[src/rtl/traffic_pkg.sv]
// rtl/traffic_pkg.sv - light codes, fault codes and guard state for the lamp guard
package traffic_pkg;

  localparam logic [2:0] RED  = 3'b100;
  localparam logic [2:0] YEL  = 3'b010;
  localparam logic [2:0] GRN  = 3'b001;
  localparam logic [2:0] DARK = 3'b000;

  localparam logic [2:0] FC_NONE       = 3'd0;
  localparam logic [2:0] FC_ENCODING   = 3'd1;
  localparam logic [2:0] FC_CONFLICT   = 3'd2;
  localparam logic [2:0] FC_TRANSITION = 3'd3;
  localparam logic [2:0] FC_YEL_SHORT  = 3'd4;
  localparam logic [2:0] FC_YEL_LONG   = 3'd5;

  typedef enum logic [1:0] {
    ST_INIT,
    ST_NORMAL,
    ST_FAULT
  } guard_state_e;

  function automatic logic code_legal(input logic [2:0] code);
    return (code == RED) || (code == YEL) || (code == GRN);
  endfunction

endpackage

[src/rtl/traffic_dir_checker.sv]
// rtl/traffic_dir_checker.sv - per-direction history, yellow timing and encoding/transition checks
module traffic_dir_checker
  import traffic_pkg::*;
#(
  parameter int unsigned YELLOW_MIN = 3,
  parameter int unsigned YELLOW_MAX = 5
) (
  input  logic       clk,
  input  logic       rst,
  input  logic [2:0] traffic,
  output logic       bad_enc,
  output logic       bad_trans,
  output logic       yel_short,
  output logic       yel_long,
  output logic       is_red
);

  logic [2:0] prev;
  logic [7:0] ycnt;
  logic [7:0] ycnt_nxt;

  // ycnt counts consecutive yellow cycles up to and including the previous sample
  always_comb begin
    ycnt_nxt = 8'd0;
    if (traffic == YEL) begin
      if (prev == YEL) begin
        ycnt_nxt = (ycnt == 8'hFF) ? ycnt : ycnt + 8'd1;
      end else begin
        ycnt_nxt = 8'd1;
      end
    end
  end

  always_ff @(posedge clk or negedge rst) begin
    if (!rst) begin
      prev <= RED;
      ycnt <= 8'd0;
    end else begin
      prev <= traffic;
      ycnt <= ycnt_nxt;
    end
  end

  assign is_red    = (traffic == RED);
  assign bad_enc   = !code_legal(traffic);
  assign bad_trans = ((prev == GRN) && (traffic == RED)) ||
                     ((prev == RED) && (traffic == YEL)) ||
                     ((prev == YEL) && (traffic == GRN)) ||
                     (!code_legal(prev) && (traffic != prev));
  assign yel_short = (prev == YEL) && (traffic != YEL) && (32'(ycnt) < YELLOW_MIN);
  assign yel_long  = (traffic == YEL) && (32'(ycnt_nxt) > YELLOW_MAX);

endmodule

[src/rtl/traffic_lamp_guard.sv]
// rtl/traffic_lamp_guard.sv - safety guard between the light controller and the physical lamps
module traffic_lamp_guard
  import traffic_pkg::*;
#(
  parameter int unsigned YELLOW_MIN = 3,
  parameter int unsigned YELLOW_MAX = 5,
  parameter int unsigned FLASH_HALF = 2
) (
  input  logic       clk,
  input  logic       rst,
  input  logic [2:0] traffic_A,
  input  logic [2:0] traffic_B,
  input  logic       fault_clr,
  output logic [2:0] lamp_A,
  output logic [2:0] lamp_B,
  output logic       fault,
  output logic [2:0] fault_code,
  output logic [7:0] fault_cnt
);

  localparam int unsigned FLASH_W = (FLASH_HALF > 1) ? $clog2(FLASH_HALF) : 1;
  localparam logic [FLASH_W-1:0] FLASH_LAST = FLASH_W'(FLASH_HALF - 1);

  logic enc_a, trans_a, short_a, long_a, red_a;
  logic enc_b, trans_b, short_b, long_b, red_b;

  traffic_dir_checker #(.YELLOW_MIN(YELLOW_MIN), .YELLOW_MAX(YELLOW_MAX)) u_chk_a (
    .clk       (clk),
    .rst       (rst),
    .traffic   (traffic_A),
    .bad_enc   (enc_a),
    .bad_trans (trans_a),
    .yel_short (short_a),
    .yel_long  (long_a),
    .is_red    (red_a)
  );

  traffic_dir_checker #(.YELLOW_MIN(YELLOW_MIN), .YELLOW_MAX(YELLOW_MAX)) u_chk_b (
    .clk       (clk),
    .rst       (rst),
    .traffic   (traffic_B),
    .bad_enc   (enc_b),
    .bad_trans (trans_b),
    .yel_short (short_b),
    .yel_long  (long_b),
    .is_red    (red_b)
  );

  guard_state_e       state, state_nxt;
  logic [FLASH_W-1:0] flash_cnt, flash_cnt_nxt;
  logic               flash_on, flash_on_nxt;
  logic [2:0]         lamp_a_nxt, lamp_b_nxt;
  logic               fault_nxt;
  logic [2:0]         code_nxt;
  logic [7:0]         cnt_nxt;
  logic [2:0]         cause;
  logic               both_red;

  assign both_red = red_a && red_b;

  // lowest-numbered cause wins when several fire together
  always_comb begin
    cause = FC_NONE;
    if (enc_a || enc_b) begin
      cause = FC_ENCODING;
    end else if (!red_a && !red_b) begin
      cause = FC_CONFLICT;
    end else if (trans_a || trans_b) begin
      cause = FC_TRANSITION;
    end else if (short_a || short_b) begin
      cause = FC_YEL_SHORT;
    end else if (long_a || long_b) begin
      cause = FC_YEL_LONG;
    end
  end

  always_comb begin
    state_nxt     = state;
    flash_cnt_nxt = flash_cnt;
    flash_on_nxt  = flash_on;
    lamp_a_nxt    = lamp_A;
    lamp_b_nxt    = lamp_B;
    fault_nxt     = fault;
    code_nxt      = fault_code;
    cnt_nxt       = fault_cnt;
    case (state)
      ST_INIT: begin
        lamp_a_nxt = RED;
        lamp_b_nxt = RED;
        if (both_red) begin
          state_nxt = ST_NORMAL;
        end
      end
      ST_NORMAL: begin
        if (cause != FC_NONE) begin
          // the offending code is replaced on the same edge, so it never reaches a lamp
          state_nxt     = ST_FAULT;
          fault_nxt     = 1'b1;
          code_nxt      = cause;
          cnt_nxt       = (fault_cnt == 8'hFF) ? fault_cnt : fault_cnt + 8'd1;
          lamp_a_nxt    = RED;
          lamp_b_nxt    = RED;
          flash_cnt_nxt = '0;
          flash_on_nxt  = 1'b1;
        end else begin
          lamp_a_nxt = traffic_A;
          lamp_b_nxt = traffic_B;
        end
      end
      ST_FAULT: begin
        if (fault_clr && both_red) begin
          state_nxt  = ST_NORMAL;
          fault_nxt  = 1'b0;
          code_nxt   = FC_NONE;
          lamp_a_nxt = RED;
          lamp_b_nxt = RED;
        end else begin
          if (flash_cnt == FLASH_LAST) begin
            flash_cnt_nxt = '0;
            flash_on_nxt  = !flash_on;
          end else begin
            flash_cnt_nxt = flash_cnt + 1'b1;
          end
          lamp_a_nxt = flash_on_nxt ? RED : DARK;
          lamp_b_nxt = flash_on_nxt ? RED : DARK;
        end
      end
      default: begin
        state_nxt = ST_INIT;
      end
    endcase
  end

  always_ff @(posedge clk or negedge rst) begin
    if (!rst) begin
      state      <= ST_INIT;
      flash_cnt  <= '0;
      flash_on   <= 1'b1;
      lamp_A     <= RED;
      lamp_B     <= RED;
      fault      <= 1'b0;
      fault_code <= FC_NONE;
      fault_cnt  <= 8'd0;
    end else begin
      state      <= state_nxt;
      flash_cnt  <= flash_cnt_nxt;
      flash_on   <= flash_on_nxt;
      lamp_A     <= lamp_a_nxt;
      lamp_B     <= lamp_b_nxt;
      fault      <= fault_nxt;
      fault_code <= code_nxt;
      fault_cnt  <= cnt_nxt;
    end
  end

endmodule

[config.mk]
export PLATFORM = sky130hd
export DESIGN_NAME = traffic_lamp_guard
export DESIGN_NICKNAME = d
export VERILOG_FILES = /design/src/rtl/traffic_pkg.sv /design/src/rtl/traffic_dir_checker.sv /design/src/rtl/traffic_lamp_guard.sv
export SDC_FILE = /design/constraint.sdc
export NUM_CORES = 1
export LEC_CHECK = 0
export BUFFER_PORTS_ARGS = -buffer_cell sky130_fd_sc_hd__clkbuf_2
export CAP_MARGIN = 40
export CORE_AREA = 2 2 66 114
export CTS_CLUSTER_SIZE = 40
export DETAILED_ROUTE_END_ITERATION = 12
export DIE_AREA = 0 0 68 116
export SLEW_MARGIN = 25
export SYNTH_ARGS = -nofsm -noshare
export SYNTH_HDL_FRONTEND = slang
export SYNTH_SLANG_ARGS = --single-unit
[constraint.sdc]
create_clock -name clk -period 3.3 [get_ports clk]
set_clock_uncertainty 0.05 [all_clocks]
set_input_delay 0.165 -clock clk [delete_from_list [all_inputs] [get_ports clk]]
set_output_delay 0.165 -clock clk [all_outputs]
set_load 0.01 [all_outputs]
# After elaboration in Yosys (flattened, before gate mapping)
# Cells that the tools add are included.
[op_classes]
n_addsub = 4
order_cmp = 4
n_eq_ne = 25
mux = 36
bitwise_logic = 1
reduce_logical = 50
[ops]
columns = ["op", "count"]
rows = [
  ["$mux 8", 6],
  ["$mux 3", 11],
  ["$add 8x1->8 const B", 3],
  ["$eq 8x8->1 const B", 3],
  ["$logic_or 1x1->1", 18],
  ["$pmux 3 s3", 2],
  ["$logic_and 1x1->1", 17],
  ["$gt 8x3->1 const B", 2],
  ["$lt 8x2->1 const B", 2],
  ["$eq 3x1->1 const B", 4],
  ["$eq 3x2->1 const B", 4],
  ["$eq 3x3->1 const B", 4],
  ["$reduce_and 3->1", 4],
  ["$mux 1", 9],
  ["$ne 2x2->1 const B", 4],
  ["$logic_not 1->1", 7],
  ["$mux 2", 3],
  ["$ne 3x2->1 const B", 2],
  ["$ne 3x3->1", 2],
  ["$pmux 1 s2", 3],
  ["$pmux 2 s3", 1],
  ["$pmux 3 s2", 1],
  ["$reduce_bool 3->1", 2],
  ["$eq 2x1->1 const B", 1],
  ["other kinds (5)", 5],
]
[totals]
register_bits = 44
input_bits = 9
out_inout_bits = 18
word_cells = 132

# Depth between registers and ports, before layout
[logic_depth]
depth_word = 15
depth_mapped = 10

# Cells and area by module
# A second synthesis with hierarchy kept.
[unflattened]
cells_unflattened = 284
hier_area_um2 = 2770.2
[modules_own_cells]
columns = ["module", "n_inst", "cells_per_inst", "area_per_inst_um2", "seq_area_each_um2"]
rows = [
  ["traffic_lamp_guard", 1, 123, 1285.0, 554.3],
  ["traffic_dir_checker at u_chk_b", 1, 84, 745.7, 276.5],
  ["traffic_dir_checker at u_chk_a", 1, 77, 739.5, 276.5],
]

# Least setup slack after synthesis
# Ideal clock, no wire load.
[synth_timing]
path_type = "register -> register"
startpoint = "reg u_chk_a.ycnt[0]"
endpoint = "reg flash_on"
setup_ns = 0.088
arrival_time_ns = 2.599
required_ns = 3.162
path_slack_ns = 0.563
stages_incl_launch_ff = 11
period_less_slack_ns = 2.737
cell_sequence = "dfrtp_1 > ha_1 > and2_1 > buf_2 > a21oi_1 > nor3_2 > nor4_1 > nand4b_4 > nor3_4 > nor2_2 > or3_1"
[synth_between]
elab_chain_len = 15
elab_cells_between_ends = 19
cone_classes = "1 x add/sub; 2 x order compare; 2 x eq/ne; 8 x mux; 6 x reduce/logical"
[synth_rtl]
columns = ["element", "line", "rtl"]
rows = [
  ["start, declared", "traffic_dir_checker.sv:19", "logic [7:0] ycnt;"],
  ["start signal, assigned", "traffic_dir_checker.sv:40", "ycnt <= ycnt_nxt;"],
  ["$add 8x1->8 or $eq 8x8->1 (tied branches)", "traffic_dir_checker.sv:27", "ycnt_nxt = (ycnt == 8'hFF) ? ycnt : ycnt + 8'd1;"],
  ["$mux 8 *", "traffic_dir_checker.sv:27", ""],
  ["$mux 8 *", "traffic_dir_checker.sv:26", "if (prev == YEL) begin"],
  ["$mux 8 *", "traffic_dir_checker.sv:25", "if (traffic == YEL) begin"],
  ["named net u_chk_a.ycnt_nxt[4]", "traffic_dir_checker.sv:20", "logic [7:0] ycnt_nxt;"],
  ["$gt 8x3->1 *", "traffic_dir_checker.sv:51", "assign yel_long = (traffic == YEL) && (32'(ycnt_nxt) > YELLOW_MAX);"],
  ["$logic_and 1x1->1 *", "traffic_dir_checker.sv:51", ""],
  ["$logic_or 1x1->1 *", "traffic_lamp_guard.sv:72", "end else if (long_a || long_b) begin"],
  ["$mux 3 *", "traffic_lamp_guard.sv:72", ""],
  ["$mux 3 *", "traffic_lamp_guard.sv:70", "end else if (short_a || short_b) begin"],
  ["$mux 3 *", "traffic_lamp_guard.sv:68", "end else if (trans_a || trans_b) begin"],
  ["$mux 3 *", "traffic_lamp_guard.sv:66", "end else if (!red_a && !red_b) begin"],
  ["$mux 3 *", "traffic_lamp_guard.sv:64", "if (enc_a || enc_b) begin"],
  ["$reduce_bool 3->1 *", "traffic_lamp_guard.sv:95", "if (cause != FC_NONE) begin"],
  ["$ne 2x2->1 (no line) *", "--", ""],
  ["$reduce_and 3->1 (no line) *", "--", ""],
  ["end signal, assigned", "traffic_lamp_guard.sv:147", "flash_on <= flash_on_nxt;"],
  ["end, declared", "traffic_lamp_guard.sv:51", "logic flash_on, flash_on_nxt;"],
]
# Mark *: on every way through the listed nets, which the timed path passes. The rest lies on a longest branch.
# A chain may end at the register's enable or synchronous reset.

# Worst setup path after layout
# Ends and elaborated chain as after synthesis.

==> reports/results.tsv <==
stage	metric	value	unit
synthesis	synth_edf_count	0	
sta	slew_viol_final	0	
drt	wl	5.99	mm
layout	multi_input_area	1490	sq um
sta	fin_hold_ws	0.0614	ns
sta	finalHoldViolations	0	
clocking	cts.sinks	44	
drt	vias	2217	
layout	drive_above_1_share	19.9	%
worst_setup_path	endpoint_kind	flip-flop	
clocking	clk_pin_slew	0.06	ns
synthesis	syn_nets	291	
synthesis	syn_inst	274	
power	power	2.04	mW
clocking	cts-htree-levels	2	
floorplan	rows	40	
sta	worst_slack	0.258	ns
synthesis	synth.cell_area	2700	sq um
power	peakVddDrop	0.000413	V
placed_design	gp_congestion	0.820	
sta	fmax	329	MHz
floorplan	initial_core_util	39.1	%
sta	min_period_over_period	92.2	%
clocking	cts_buffers	5	
layout	final_cell_mix	dfrtp_1, clkbuf_2, nand2_1, nor2_1, nor3_1	
worst_setup_path	crit_fanout	9	
floorplan	core_area	6910	sq um
placed_design	io_buffers	26	
grt	grtUsageTotal	17.2	%
clocking	clk_path_buf_depth	2	
power	leakagePower	1.29	nW
floorplan	fp.dieH	116	um
layout	nets	312	
sta	period_minus_slack	3.04	ns
drt	drc_errors	0	
drt	vias_per_cell	5.83	
placed_design	hpwl	4.51	mm
synthesis	muxShareOfSynthArea	1.62	%
layout	antennaDiodeCount	0	
sta	rsz0062_at_grt	no	
sta	setup_violations	0	
flow_run	max_cap_violations	0	
synthesis	synth_flop_cell	dfrtp_1	
grt	grt.overflow.total	0	
synthesis	yosys.area_share.simple	32.9	%
clocking	cts-resized-gates	0	
synthesis	synth_top_family_by_area	simple AND/OR/NAND/NOR gates	
drt	wl_per_cell	15.8	um
floorplan	die_area	7890	sq um
synthesis	yosys.area.top_type_share	36.2	%
sta	tns	0	ns
drt	first_pass_iters	4	
floorplan	io-pin-count	27	
synthesis	syn_area_per_cell	9.85	sq um
worst_setup_path	critical_path_class	flip-flop to flip-flop	
drt	drtIter0Drc	92	
synthesis	synth-xor-area-share	3.89	%
clocking	clock_latency	0.29	ns
synthesis	yosysWarnings	0	
layout	finish.utilization	44.8	%
synthesis	ys_async_sr_fraction	100	%
sta	slew_headroom	59.8	%
synthesis	ys_seq_area_share	41.0	%
worst_setup_path	slowest_delay	0.44	ns
worst_setup_path	start_kind	flip-flop	
synthesis	synth_compound_gate_area_share	13.1	%
hold_path	worstHoldPathType	input port to flip-flop	
layout	fillers	688	
worst_setup_path	critPathSlowestCell	nor4_1	
floorplan	die_x	68	um
synthesis	yosys-top-cells-area	dfrtp_1, dfstp_2, ha_1	
grt	grt_pass1_wl	10.4	mm
grt	first_global_vias	2240	
clocking	clockRootBuffer	clkbuf_16	
worst_setup_path	path_cells	ha_1 -> and2_1 -> and4_1 -> nor3_2 -> nor4_1 -> nand4b_4 -> nor3_4 -> nor2_2 -> or3_1	
drt	drtAntennaViolNets	0	
placed_design	place_ws	0.267	ns
synthesis	yosys.area.top_type	dfrtp_1	
synthesis	yosys_register_bits	44	
layout	register_area	1110	sq um
grt	grt_max_degree	45	
power	p_per_area	661	nW/um^2
synthesis	synthAdderAreaFrac	3.71	%
synthesis	synth.distinct_cells	63	
worst_setup_path	worstPathArrival	3.20	ns
clocking	cts_tree	built	
layout	final_common_cell	dfrtp_1	
grt	grt_antenna_before_repair	0	
layout	syn_to_final_growth	14.7	%
worst_setup_path	cp.required	3.46	ns
run_status	outcome	finished, final reports clean	
sta	tightest_slew	0.602	ns
flip-flops by register name, indices dropped and copies added (netlist names), 3 cells and up:
name and count:
u_chk_a.prev 3, lamp_A 3, u_chk_b.prev 3, fault_code 3, u_chk_a.ycnt 8, u_chk_b.ycnt 8, fault_cnt 8, lamp_B 3
what timing repair did:
action                     CTS  global route
hold endpoints to repair    39             0
setup endpoints to repair    0             0
setup buffers                0             0
hold buffers                 1             0
power by group:
group	switching (mW)	leakage, nW	internal (mW)
Sequential	0.106	0.555	0.656
Combinational	0.310	0.630	0.251
Clock	0.210	0.104	0.510
Total	0.627	1.29	1.42
critical path, delay by kind of cell, from the launching register on:
family        cells  cell delay, ns
simple gates      8            2.22
flops             1            0.42
fa+ha+maj         1            0.25
path summary, 6_finish.rpt:
kind	depth (start not counted)	startpoint	slack [ns]	end
hold / removal	1	traffic_B[0]	0.06	u_chk_b.prev[0]$_DFF_PN0_
max in group asynchronous	2	rst	2.40	u_chk_b.ycnt[0]$_DFF_PN0_
min in group asynchronous	2	rst	0.40	fault_cnt[7]$_DFFE_PN0P_
setup reg to reg	9	u_chk_a.ycnt[0]$_DFF_PN0_	0.26	flash_on$_DFFE_PN1P_
hold reg to reg	1	fault$_DFFE_PN0P_	0.43	fault$_DFFE_PN0P_
setup / recovery	9	u_chk_a.ycnt[0]$_DFF_PN0_	0.26	flash_on$_DFFE_PN1P_
per-stage QoR:
stage,instance area (sq um),cells
final,3090,380
after floorplan,2700,274
after detailed placement,2870,371
after CTS,3090,380
after global routing,3090,380
after global placement,2870,371
metal layers:
metal / GRT usage (%) / vias to the layer above / routed length (um)
li1: - / 1089 / -
met1: 19.0 / 1080 / 2300
met3: 2.62 / 12 / 119
met5: 0 / - / 0
met4: 6.53 / 0 / 129
met2: 31.7 / 36 / 3440
Yosys cell counts, drive strengths merged (2+ instances only):
library cell,n
a211oi,4
a31oi,3
xnor2,3
inv,5
nor2,17
nor2b,7
nor3,18
o2bb2ai,2
or3b,2
and2,4
nand2,19
buf,13
nand4,14
and4,3
nand3,7
clkbuf,2
a21oi,11
nand4b,2
nor4bb,7
nor4b,4
a21o,2
dfstp,5
o22ai,4
and4b,4
nor3b,5
and4bb,2
ha,8
o21ai,7
mux2,3
xor2,9
a32o,3
o211ai,2
nor4,9
nand2b,2
a2bb2oi,2
dfrtp,39
or3,3
and3,7
cells by family after synthesis:
family / count (synthesis)
and+or+nand+nor: 136
AOI/OAI and AO/OA: 50
DFF: 44
adders and majority gates: 8
xor gates and xnor gates: 12
muxes: 4
buffers and inverters: 20
cell type report:
type                            count  area share [%]
Clock buffer                        5            4.04
Clock inverter                      3            2.91
Inverter                            5           0.607
Multi-Input combinational cell    210            48.2
Sequential cell                    44            35.8
Tap cell                           84            3.40
Timing Repair Buffer               29            5.10
Power figures use the tool's default switching activity.
